File: config.mk
export PLATFORM = sky130hd
export DESIGN_NAME = sum_accumulator
export DESIGN_NICKNAME = d
export VERILOG_FILES = /design/src/rtl/sum_accumulator.sv
export SDC_FILE = /design/constraint.sdc
export NUM_CORES = 1
export LEC_CHECK = 0
export ABC_CLOCK_PERIOD_IN_PS = 1700
export CORE_MARGIN = 1.5
export CORE_UTILIZATION = 40
export DETAILED_ROUTE_END_ITERATION = 12
export GPL_TIMING_DRIVEN = 0
export PLACE_DENSITY = 0.67
export SLEW_MARGIN = 10
export SYNTH_ARGS = -nofsm -noshare
export SYNTH_HDL_FRONTEND = slang
export SYNTH_SLANG_ARGS = --single-unit
File: constraint.sdc
create_clock -name clk -period 1.7 [get_ports clk]
set_input_delay 0.17 -clock clk [delete_from_list [all_inputs] [get_ports clk]]
set_output_delay 0.17 -clock clk [all_outputs]
set_load 0.005 [all_outputs]
File: src/rtl/sum_accumulator.sv
// Block accumulator: sums BLOCK_LEN unsigned samples over valid/ready, then holds the total.
// Define SUM_ACC_SATURATE_EN to clamp the total at all-ones on overflow instead of wrapping.
module sum_accumulator #(
    parameter int unsigned DATA_W    = 4,
    parameter int unsigned ACC_W     = 12,
    parameter int unsigned BLOCK_LEN = 8
) (
    input  logic              clk,
    input  logic              rst_n,
    input  logic              clear,
    input  logic              in_valid,
    output logic              in_ready,
    input  logic [DATA_W-1:0] in_sum,
    output logic              out_valid,
    input  logic              out_ready,
    output logic [ACC_W-1:0]  out_acc,
    output logic              out_ovf
);

    localparam int unsigned CNT_W = $clog2(BLOCK_LEN + 1);
    localparam logic [CNT_W-1:0] LAST_CNT = CNT_W'(BLOCK_LEN - 1);

    typedef enum logic {
        StAccum = 1'b0,
        StHold  = 1'b1
    } state_e;

    state_e           state_q, state_d;
    logic [ACC_W-1:0] acc_q, acc_d;
    logic [CNT_W-1:0] cnt_q, cnt_d;
    logic             ovf_q, ovf_d;
    logic [ACC_W:0]   sum_ext;
    logic             carry;

    // One extra bit captures the carry-out of the ACC_W-bit add.
    assign sum_ext = {1'b0, acc_q} + {{(ACC_W + 1 - DATA_W){1'b0}}, in_sum};
    assign carry   = sum_ext[ACC_W];

    always_comb begin
        state_d   = state_q;
        acc_d     = acc_q;
        cnt_d     = cnt_q;
        ovf_d     = ovf_q;
        in_ready  = (state_q == StAccum);
        out_valid = (state_q == StHold);

        if (clear) begin
            state_d = StAccum;
            acc_d   = '0;
            cnt_d   = '0;
            ovf_d   = 1'b0;
        end else begin
            case (state_q)
                StAccum: begin
                    if (in_valid) begin
`ifdef SUM_ACC_SATURATE_EN
                        acc_d = carry ? {ACC_W{1'b1}} : sum_ext[ACC_W-1:0];
`else
                        acc_d = sum_ext[ACC_W-1:0];
`endif
                        cnt_d = cnt_q + 1'b1;
                        ovf_d = ovf_q | carry;
                        if (cnt_q == LAST_CNT) begin
                            state_d = StHold;
                        end
                    end
                end
                StHold: begin
                    if (out_ready) begin
                        state_d = StAccum;
                        acc_d   = '0;
                        cnt_d   = '0;
                        ovf_d   = 1'b0;
                    end
                end
                default: state_d = StAccum;
            endcase
        end
    end

    always_ff @(posedge clk or negedge rst_n) begin
        if (!rst_n) begin
            state_q <= StAccum;
            acc_q   <= '0;
            cnt_q   <= '0;
            ovf_q   <= 1'b0;
        end else begin
            state_q <= state_d;
            acc_q   <= acc_d;
            cnt_q   <= cnt_d;
            ovf_q   <= ovf_d;
        end
    end

    assign out_acc = acc_q;
    assign out_ovf = ovf_q;

endmodule

==> results.md, run 1 <==
* I/O Pins at 24
* Crit end category: flip-flop
* Worst vdd ir at 715 uV
* Routability cong. at 0.785
* ANT nets after route at 0
* Status: finished clean
* # setup viols final at 0
* WS Path Type: reg2reg
* DR pass1 iterations at 4
* Worst Hold Class: in2async
* Chip width at 53.1 um
* Hpwl dp at around 1600 um
* Htree depth at 1
* Avg Inst Size Synth at between 9 and 10 um2
* CTS clk-pin slew, worst paths at 0.11 ns
* Total die area at between 2000 and 3000 um2
* First-pass GRT wire length at 3640 um
* Synth warnings at 0
* Total GRT Usage at 0.180
* Port Buf Inserts at 23
* Seq cells post-synth at 18
* RSZ-0062 raised after global routing: true
* Maximum buffer depth of the clock tree at 2
* Vias in the first global route at 839
* Slew Limit Headroom at 0.455
* Worst path required time at approximately 1.9 ns
* Asr flop ratio synth at 1.00
* Post-route design area at between 1000 and 1500 um2
* DRC errors left at 0
* Number of synthesized flops with an enable pin at 0
* CTS sink cnt at 18
* Overall Power at ~1.0 mW
* Initial antenna violation count at 0
* Global-route congestion overflow total at 0
* # rows at 17
* Tightest Pin Transition at between 0.8 and 0.9 ns
* Leak at ~0.6 nW
* Root buffer cell: clkbuf_4
* Slew Limit Fails at 0
* Most used DFF post-synth: dfrtp_1
* Syn-to-layout area delta at 42.3%
* Worst path arrival time at 1.91 ns
* Syn Nets at 117
* Synth unique cells at 29
* Post-place instance area at roughly 1300 um2
* Clk_lat worst skew at approximately 0.3 ns
* Pin count of the biggest net entering global routing at 19
* CTS Hold Bufs at 0
* Die Y at 53.1 um
* F_max at ~0.60 GHz
* Worst-path fanout max at 6
* Initial core utilization at 0.436
* Routed wire length at ~2300 um
* CTS buffer count at 3
* Pwr Density at around 710 nW/um2
* Max Cap Viol at 0
* Sequential area share after synthesis at 0.449
* Finished Core Util at 0.621
* Hold Fails Final Rpt at 0
* Drt wl/cell at 14.4 um
* Syn Std Cell Area at between 1000 and 1500 um2
* Clock skew at approximately 0.014 ns
* Cells after Synth at ~100
* Final Cycle Share at 0.982
* Period minus WS final at between 1.5 and 2 ns
* Net count, final at ~150
* Startpoint types: flip-flop
* Layout cells sized above 1 at 0.189
* Core ar. at around 2300 um2
* WHS at about 0.32 ns
* CTS tree: done
* Ant diodes at 0
* Vias per cell at about 5.6
* Via Count at approximately 900
* Initial DRC count at 18
metal layers:
metal  wire (um)  vias up  global-route usage
met5           0        -                   0
met4          17        0              0.0513
met3         104        2              0.0508
met2        1090       17               0.300
met1        1090      437               0.226
li1            -      441                   -
repair_timing:
| item | in CTS | in global routing |
|---|---|---|
| pin swaps | 1 | 10 |
| endpoints found under the setup margin | 7 | 7 |
| endpoints found under the hold margin | 0 | 0 |
| gates resized for setup | 7 | 9 |
| buffers inserted | 1 | 2 |
layout make-up:
type                       count  area, um2
timing repair buffer          26        253
sequential                    18        452
fill                         186        871
tap                           28       35.0
buffer                         1       3.75
clock buffer                   4       36.3
multi-input combinational     80        636
inverter                       3       11.3
cell usage after synthesis (all sizes together) (2+ instances only):
cell type,n,area (um2)
xnor2,2,17.5
a31oi,2,12.5
nand2,8,30.0
nand4,2,18.8
inv,3,11.3
a21o,2,15.0
ha,5,62.6
a31o,2,17.5
dfrtp,18,450
nor2,9,33.8
a211oi,4,30.0
nand2b,4,25.0
or3,4,25.0
a22o,5,43.8
a21oi,9,48.8
nand3,6,30.0
o21ai,7,35.0
cell families (layout without fill, tap and decap cells):
kind of cell	count (synthesis)	after routing	synth area share
mux	2	2	0.0212
flops	18	18	0.449
simple gates	34	34	0.169
xor+xnor	3	3	0.0262
buf+inv	4	34	0.0150
fa+ha+maj	6	6	0.0824
compound gates	35	35	0.237
registers in the layout (all words and copies together), names as in the netlist:
| name | cells |
|---|---|
| out_acc | 12 |
| out_ovf | 1 |
| cnt_q | 4 |
| out_valid | 1 |
report_power, final:
group          leakage (nW)  switching (mW)  internal [mW]  total, mW
clock                0.0210           0.136          0.131      0.267
sequential            0.245          0.0291          0.450      0.479
combinational         0.325           0.128          0.145      0.273
stage by stage:
| step | setup slack (ns) | std cells | setup TNS (ns) |
|---|---|---|---|
| final | 0.0306 | 160 | 0 |
| after global routing | -0.0277 | 160 | -0.0447 |
| after CTS | -0.00231 | 158 | -0.00231 |
| after detailed placement | -0.313 | 153 | -2.49 |
| after global placement | -0.289 | 153 | -2.30 |
| after floorplan | 0.0943 | 102 | 0 |
placed cells by master, fill, tap and decap left out, types with 2 or more instances in the layout:
cell	n
dfrtp_1	17
o21ai_0	7
buf_4	3
xnor2_1	2
nand2b_1	4
a22o_1	4
a31o_2	2
nor2_1	9
nand3_1	5
inv_1	3
a31oi_1	2
ha_4	4
nand2_1	8
clkdlybuf4s50_1	23
a21oi_2	2
a21o_1	2
a211oi_1	3
clkbuf_4	3
a21oi_1	7
or3_1	3
critical path, stage by stage, from the launching register on:
cell	delay [ns]
dfrtp_1	0.41
ha_4	0.18
fa_2	0.24
nand3_2	0.08
a22o_4	0.25
or3_4	0.33
a21oi_2	0.12
worst paths after layout:
path | startpoint | to | slack [ns] | cells after the start
max | out_acc[0] | out_acc[6] | 0.03 | 6
min | rst_n | cnt_q[2] | 0.32 | 1
max reg2reg | out_acc[0] | out_acc[6] | 0.03 | 6
min reg2reg | out_ovf | out_ovf | 0.52 | 2
max in group asynchronous | rst_n | out_acc[1] | 0.82 | 1
min in group clk | out_ovf | out_ovf | 0.52 | 2
Note: power is estimated with default switching activity, not from simulation.
==> inputs of run 2 (changes only) <==
CTS_BUF_LIST = sky130_fd_sc_hd__clkbuf_16   (was not set)
CTS_CLUSTER_DIAMETER = 30   (was not set)
==> run 2 against run 1 <==
Against the previous run:
- clock skew down 0.0046 ns
- sequential cell count unchanged
- clock-buffer cell count down 1
- critical path type unchanged
- critical path depth up 1
- first-iteration DRC count up 50%
==> results.md, run 2 (synthesis gave the netlist of run 1 again) <==
* Clock Power Share at 0.387
* Int Pwr at roughly 900 uW
* Global-route congestion overflow total at 0
* RSZ-0062 raised after global routing: true
* Routed wire length at between 2000 and 2500 um
* Worst path arrival time at 1.86 ns
* CTS sink cnt at 18
* Syn-to-layout area delta at 47.3%
* Vias in the first global route at a little under 900
* Maximum buffer depth of the clock tree at 2
* Vias per cell at approximately 5.8
* Chip width at 53.1 um
* Fin cells at 160
* Total die area at between 2000 and 3000 um2
* Initial DRC count at 27
* # setup viols final at 0
* Critical path's largest stage delay at between 0.3 and 0.4 ns
* Core ar. at 2300 um2
* Htree depth at 1
* Tightest Pin Transition at 0.814 ns
* Max Cap Viol at 0
* Clk_lat worst skew at 0.25 ns
* Cells along the critical path: ha_2, fa_2, buf_4, buf_4, xor2_1, nand3_1, nand2_1
* Clock skew at 0.00967 ns
* Worst-path fanout max at 3
* Routability cong. at between 0.7 and 0.8
* Worst path required time at 1.89 ns
* Die Y at 53.1 um
* Sw frac at 0.264
* Most common cell after layout, fill and taps aside: clkdlybuf4s50_1
* Pwr Density at between 800 and 900 nW/um2
* Initial core utilization at 0.436
* CTS buffer count at 3
* Final Cycle Share at 0.981
* CTS clk-pin slew, worst paths at 0.06 ns
* Worst Hold Class: in2reg
* Commonest non-fill, non-tap cells in the layout: clkdlybuf4s50_1, dfrtp_1, nor2_1, nand2_1, o21ai_0
* Post-route design area at 1480 um2
* DR pass1 iterations at 4
* CP most frequent cell: buf_4
* Pin count of the biggest net entering global routing at 19
* Worst vdd ir at a little under 800 uV
* Initial antenna violation count at 0
* First-pass GRT wire length at approximately 4000 um
* I/O Pins at 24
* CP max-delay cell: dfrtp_1
* # rows at 17
* Ant diodes at 0
* Port Buf Inserts at 23
* Net count, final at roughly 150
* Drt wl/cell at 15.6 um
* Root buffer cell: clkbuf_16
* Crit end category: flip-flop
* Hold Fails Final Rpt at 0
* Max reg flops at 12
* CTS tree: done
* Hpwl dp at 1580 um
* R2R setup slack at around 0.032 ns
* Period minus WS final at ~1.7 ns
* Comb power frac at 0.222
* WS Path Type: reg2reg
* DRC errors left at 0
* F_max at roughly 0.6 GHz
* Startpoint types: flip-flop
* ANT nets after route at 0
* Slew Limit Fails at 0
* Layout cells sized above 1 at 0.189
* Via Count at a little over 900
* Post-place instance area at about 1300 um2
* Placed Cells incl. Taps at between 150 and 200
* Total GRT Usage at 0.192
* Slew Limit Headroom at 0.455
* Sequential share of power at 0.391
* Status: finished clean
* Leak at just over 0.6 nW
* Sw Pwr at 325 uW
run 2: per-layer routing:
layer | vias to the layer above | global-route usage | routed length [um] | share of wire
met3 | 2 | 0.0508 | 103 | 0.041
li1 | 442 | - | - | -
met1 | 458 | 0.249 | 1150 | 0.46
met2 | 20 | 0.321 | 1230 | 0.49
met4 | 0 | 0.0427 | 12 | 0.0048
met5 | - | 0 | 0 | 0
run 2: layout make-up:
| type | count | area, um2 |
|---|---|---|
| buffer | 1 | 3.75 |
| clock buffer | 3 | 75.1 |
| clock inverter | 1 | 3.75 |
| fill | 177 | 821 |
| inverter | 3 | 11.3 |
| multi-input combinational | 80 | 642 |
| sequential | 18 | 450 |
| tap | 28 | 35.0 |
| timing repair buffer | 26 | 255 |
run 2: through the flow:
stage	util	hold slack (ns)	setup WS [ns]	setup TNS [ns]	total power [mW]
2_1_floorplan	-	-0.126	0.0943	0	0.588
3_3_place_gp	0.552	0.495	-0.289	-2.30	0.677
3_5_place_dp	0.552	0.504	-0.313	-2.49	0.682
4_1_cts	0.606	0.437	0.00561	0	1.18
5_1_grt	0.643	0.321	-0.0249	-0.0566	1.29
6_report	0.643	0.307	0.0320	0	1.23
run 2: power groups by stage:
stage                     Clock, mW  Sequential (mW)  Combinational, mW
after floorplan                   0            0.481              0.107
after global placement            0            0.483              0.195
after detailed placement          0            0.483              0.199
after CTS                     0.487            0.477              0.219
after global routing          0.514            0.484              0.294
final                         0.475            0.480              0.273
run 2: repair_timing:
action	4_1_cts	5_1_grt
pin swaps	5	6
hold buffers	0	0
buffers inserted	2	1
hold endpoints to repair	0	0
endpoints found under the setup margin	7	8
gates resized for setup	7	10
run 2: critical path, delay by kind of cell, from the launching register on:
family | cells | cell delay [ns]
xor gates and xnor gates | 1 | 0.18
DFF | 1 | 0.39
buffers and inverters | 2 | 0.28
adders and majority gates | 2 | 0.58
and+or+nand+nor | 2 | 0.20
run 2: path summary, 6_finish.rpt:
kind	startpoint	endpoint	cells past startpoint
max reg2reg	out_acc[0]	out_acc[2]	7
max	out_acc[0]	out_acc[2]	7
min	in_sum[0]	out_acc[0]	3
min in group asynchronous	rst_n	cnt_q[2]	1
max in group asynchronous	rst_n	out_acc[4]	1
min reg2reg	out_ovf	out_ovf	2
==> inputs of run 3 (changes only) <==
CORE_UTILIZATION = 48   (was 40)
PLACE_DENSITY = 0.78   (was 0.67)
SETUP_SLACK_MARGIN = 0.1   (was not set)
==> run 3 against run 2 <==
Against the previous run:
- sequential power barely moved
- sequential share of layout area fell by 0.14 points
- core utilization up 12 points
- largest cell class unchanged
==> results.md, run 3 (synthesis gave the netlist of run 1 again) <==
* Setup ws final at between 0.07 and 0.08 ns
* R2R Path Start: out_acc[5]
* WS Path Type: reg2reg
* Crit end category: flip-flop
* Initial antenna violation count at 0
* Die Y at 48.7 um
* Layout cells sized above 1 at 0.218
* Most common cell after layout, fill and taps aside: clkdlybuf4s50_1
* F_max at a little over 0.6 GHz
* Fin cells at 160
* Worst-path fanout max at 6
* Layout fillers at 142
* Dpl ws at -0.296 ns
* Net count, final at between 100 and 150
* Finished Core Util at 0.760
* Leak at roughly 0.62 nW
* DRC errors left at 0
* Max reg flops at 12
* Port Buf Inserts at 23
* Clock skew at between 0.004 and 0.005 ns
* Worst path arrival time at between 1.5 and 2 ns
* Chip width at 48.7 um
* Met2 Resource Use GR at 0.338
* Met3 usage at 0.0494
* I/O Pins at 24
* Worst path required time at approximately 1.9 ns
* Slew Limit Headroom at 0.462
* RSZ-0062 raised after global routing: true
* Initial core utilization at 0.511
* GR peak layer: met2
* Vias per cell at about 5.8
* # setup viols final at 0
* FF-to-FF path depth at 4
* R2R setup slack at a little over 0.07 ns
* Final Cycle Share at 0.958
* Routability cong. at 0.814
* CTS Hold Bufs at 0
* Core ar. at between 1500 and 2000 um2
* Pwr Density at a little over 800 nW/um2
* Overall Power at 1.24 mW
* First-pass GRT wire length at between 3000 and 4000 um
* CTS tree: done
* RR Endpoint: out_acc[10]
* ANT nets after route at 0
* Initial DRC count at 11
* Pin count of the biggest net entering global routing at 19
* Commonest non-fill, non-tap cells in the layout: clkdlybuf4s50_1, dfrtp_1, nor2_1, nand2_1
* Total GRT Usage at 0.206
* Root buffer cell: clkbuf_16
* Via Count at around 930
* Hpwl dp at roughly 1600 um
* CTS clk-pin slew, worst paths at ~0.050 ns
* Vias in the first global route at about 900
* CTS buffer count at 3
* Area of the multi-input gates at approximately 650 um2
* Hold Fails Final Rpt at 0
* Worst vdd ir at about 660 uV
* Drt wl/cell at around 16 um
* Period minus WS final at between 1.5 and 2 ns
* Placed Cells incl. Taps at roughly 150
* Worst Hold Class: in2async
* Sequential Area at around 450 um2
* CTS sink cnt at 18
* # rows at 16
* Max Cap Viol at 0
* Total die area at around 2400 um2
* Startpoint types: flip-flop
* Htree depth at 1
* Ant diodes at 0
* Syn-to-layout area delta at 48.8%
* Status: finished clean
* Routed wire length at ~2500 um
* Tightest Pin Transition at 0.804 ns
* Maximum buffer depth of the clock tree at 2
* Global-route congestion overflow total at 0
* Clk_lat worst skew at about 0.25 ns
* DR pass1 iterations at 5
* Slew Limit Fails at 0
* Met1 Use GR at 0.265
==> run 3: cell types whose count changed in the layout (fill, tap and decap cells not counted), sizes merged <==
cell,previous run,this run
buf,3,4
clkdlybuf4s50,22,21
dlygate4sd2,0,1
==> run 3: worst max path at each step <==
stage                          start           to  slack [ns]  cells past startpoint
after floorplan           out_acc[0]  out_acc[10]        0.10                      6
after global placement     in_sum[0]   out_acc[6]       -0.25                      7
after detailed placement   in_sum[0]  out_acc[10]       -0.30                      7
after CTS                 out_acc[0]  out_acc[10]        0.08                      6
after global routing      out_acc[5]  out_acc[10]      -0.005                      4
final                     out_acc[5]  out_acc[10]        0.07                      4
==> run 3: worst max-delay path, stage by stage, from the launching register on <==
cell	delay [ns]
dfrtp_1	0.45
nand4_2	0.20
or3_1	0.40
or3_1	0.36
a21oi_1	0.14
==> run 3: metrics by stage <==
step / hold WS (ns) / cell area, um2 / TNS, ns
floorplan: -0.126 / 1010 / 0
global placement: 0.485 / 1270 / -1.57
detailed placement: 0.492 / 1270 / -1.85
CTS: 0.425 / 1420 / 0
global route: 0.486 / 1490 / -0.00527
finish: 0.387 / 1490 / 0
==> run 3: layer usage <==
metal	part of all wire	routed length (um)
met5	0	0
met1	0.44	1130
met3	0.032	81
met2	0.51	1310
met4	0.011	28
==> run 3: power by group <==
| part | internal [mW] | switching, mW | total, mW |
|---|---|---|---|
| Combinational | 0.146 | 0.131 | 0.277 |
| Clock | 0.313 | 0.163 | 0.476 |
| Sequential | 0.452 | 0.0313 | 0.483 |
==> run 3: area by class of cell <==
| cell class | instances | share of cell area |
|---|---|---|
| repair buffers | 27 | 0.175 |
| clock inverters | 1 | 0.00252 |
| multi-input cells | 80 | 0.435 |
| clock buffers | 3 | 0.0503 |
| plain buffers | 1 | 0.00252 |
| inverters | 3 | 0.00755 |
| well taps | 27 | 0.0227 |
| flip-flops and latches | 18 | 0.304 |
==> run 3: repair_timing <==
action	CTS	global route
cloned	0	0
setup buffers	3	1
resized for setup	8	12
pin swaps	10	5
setup endpoints to repair	9	10
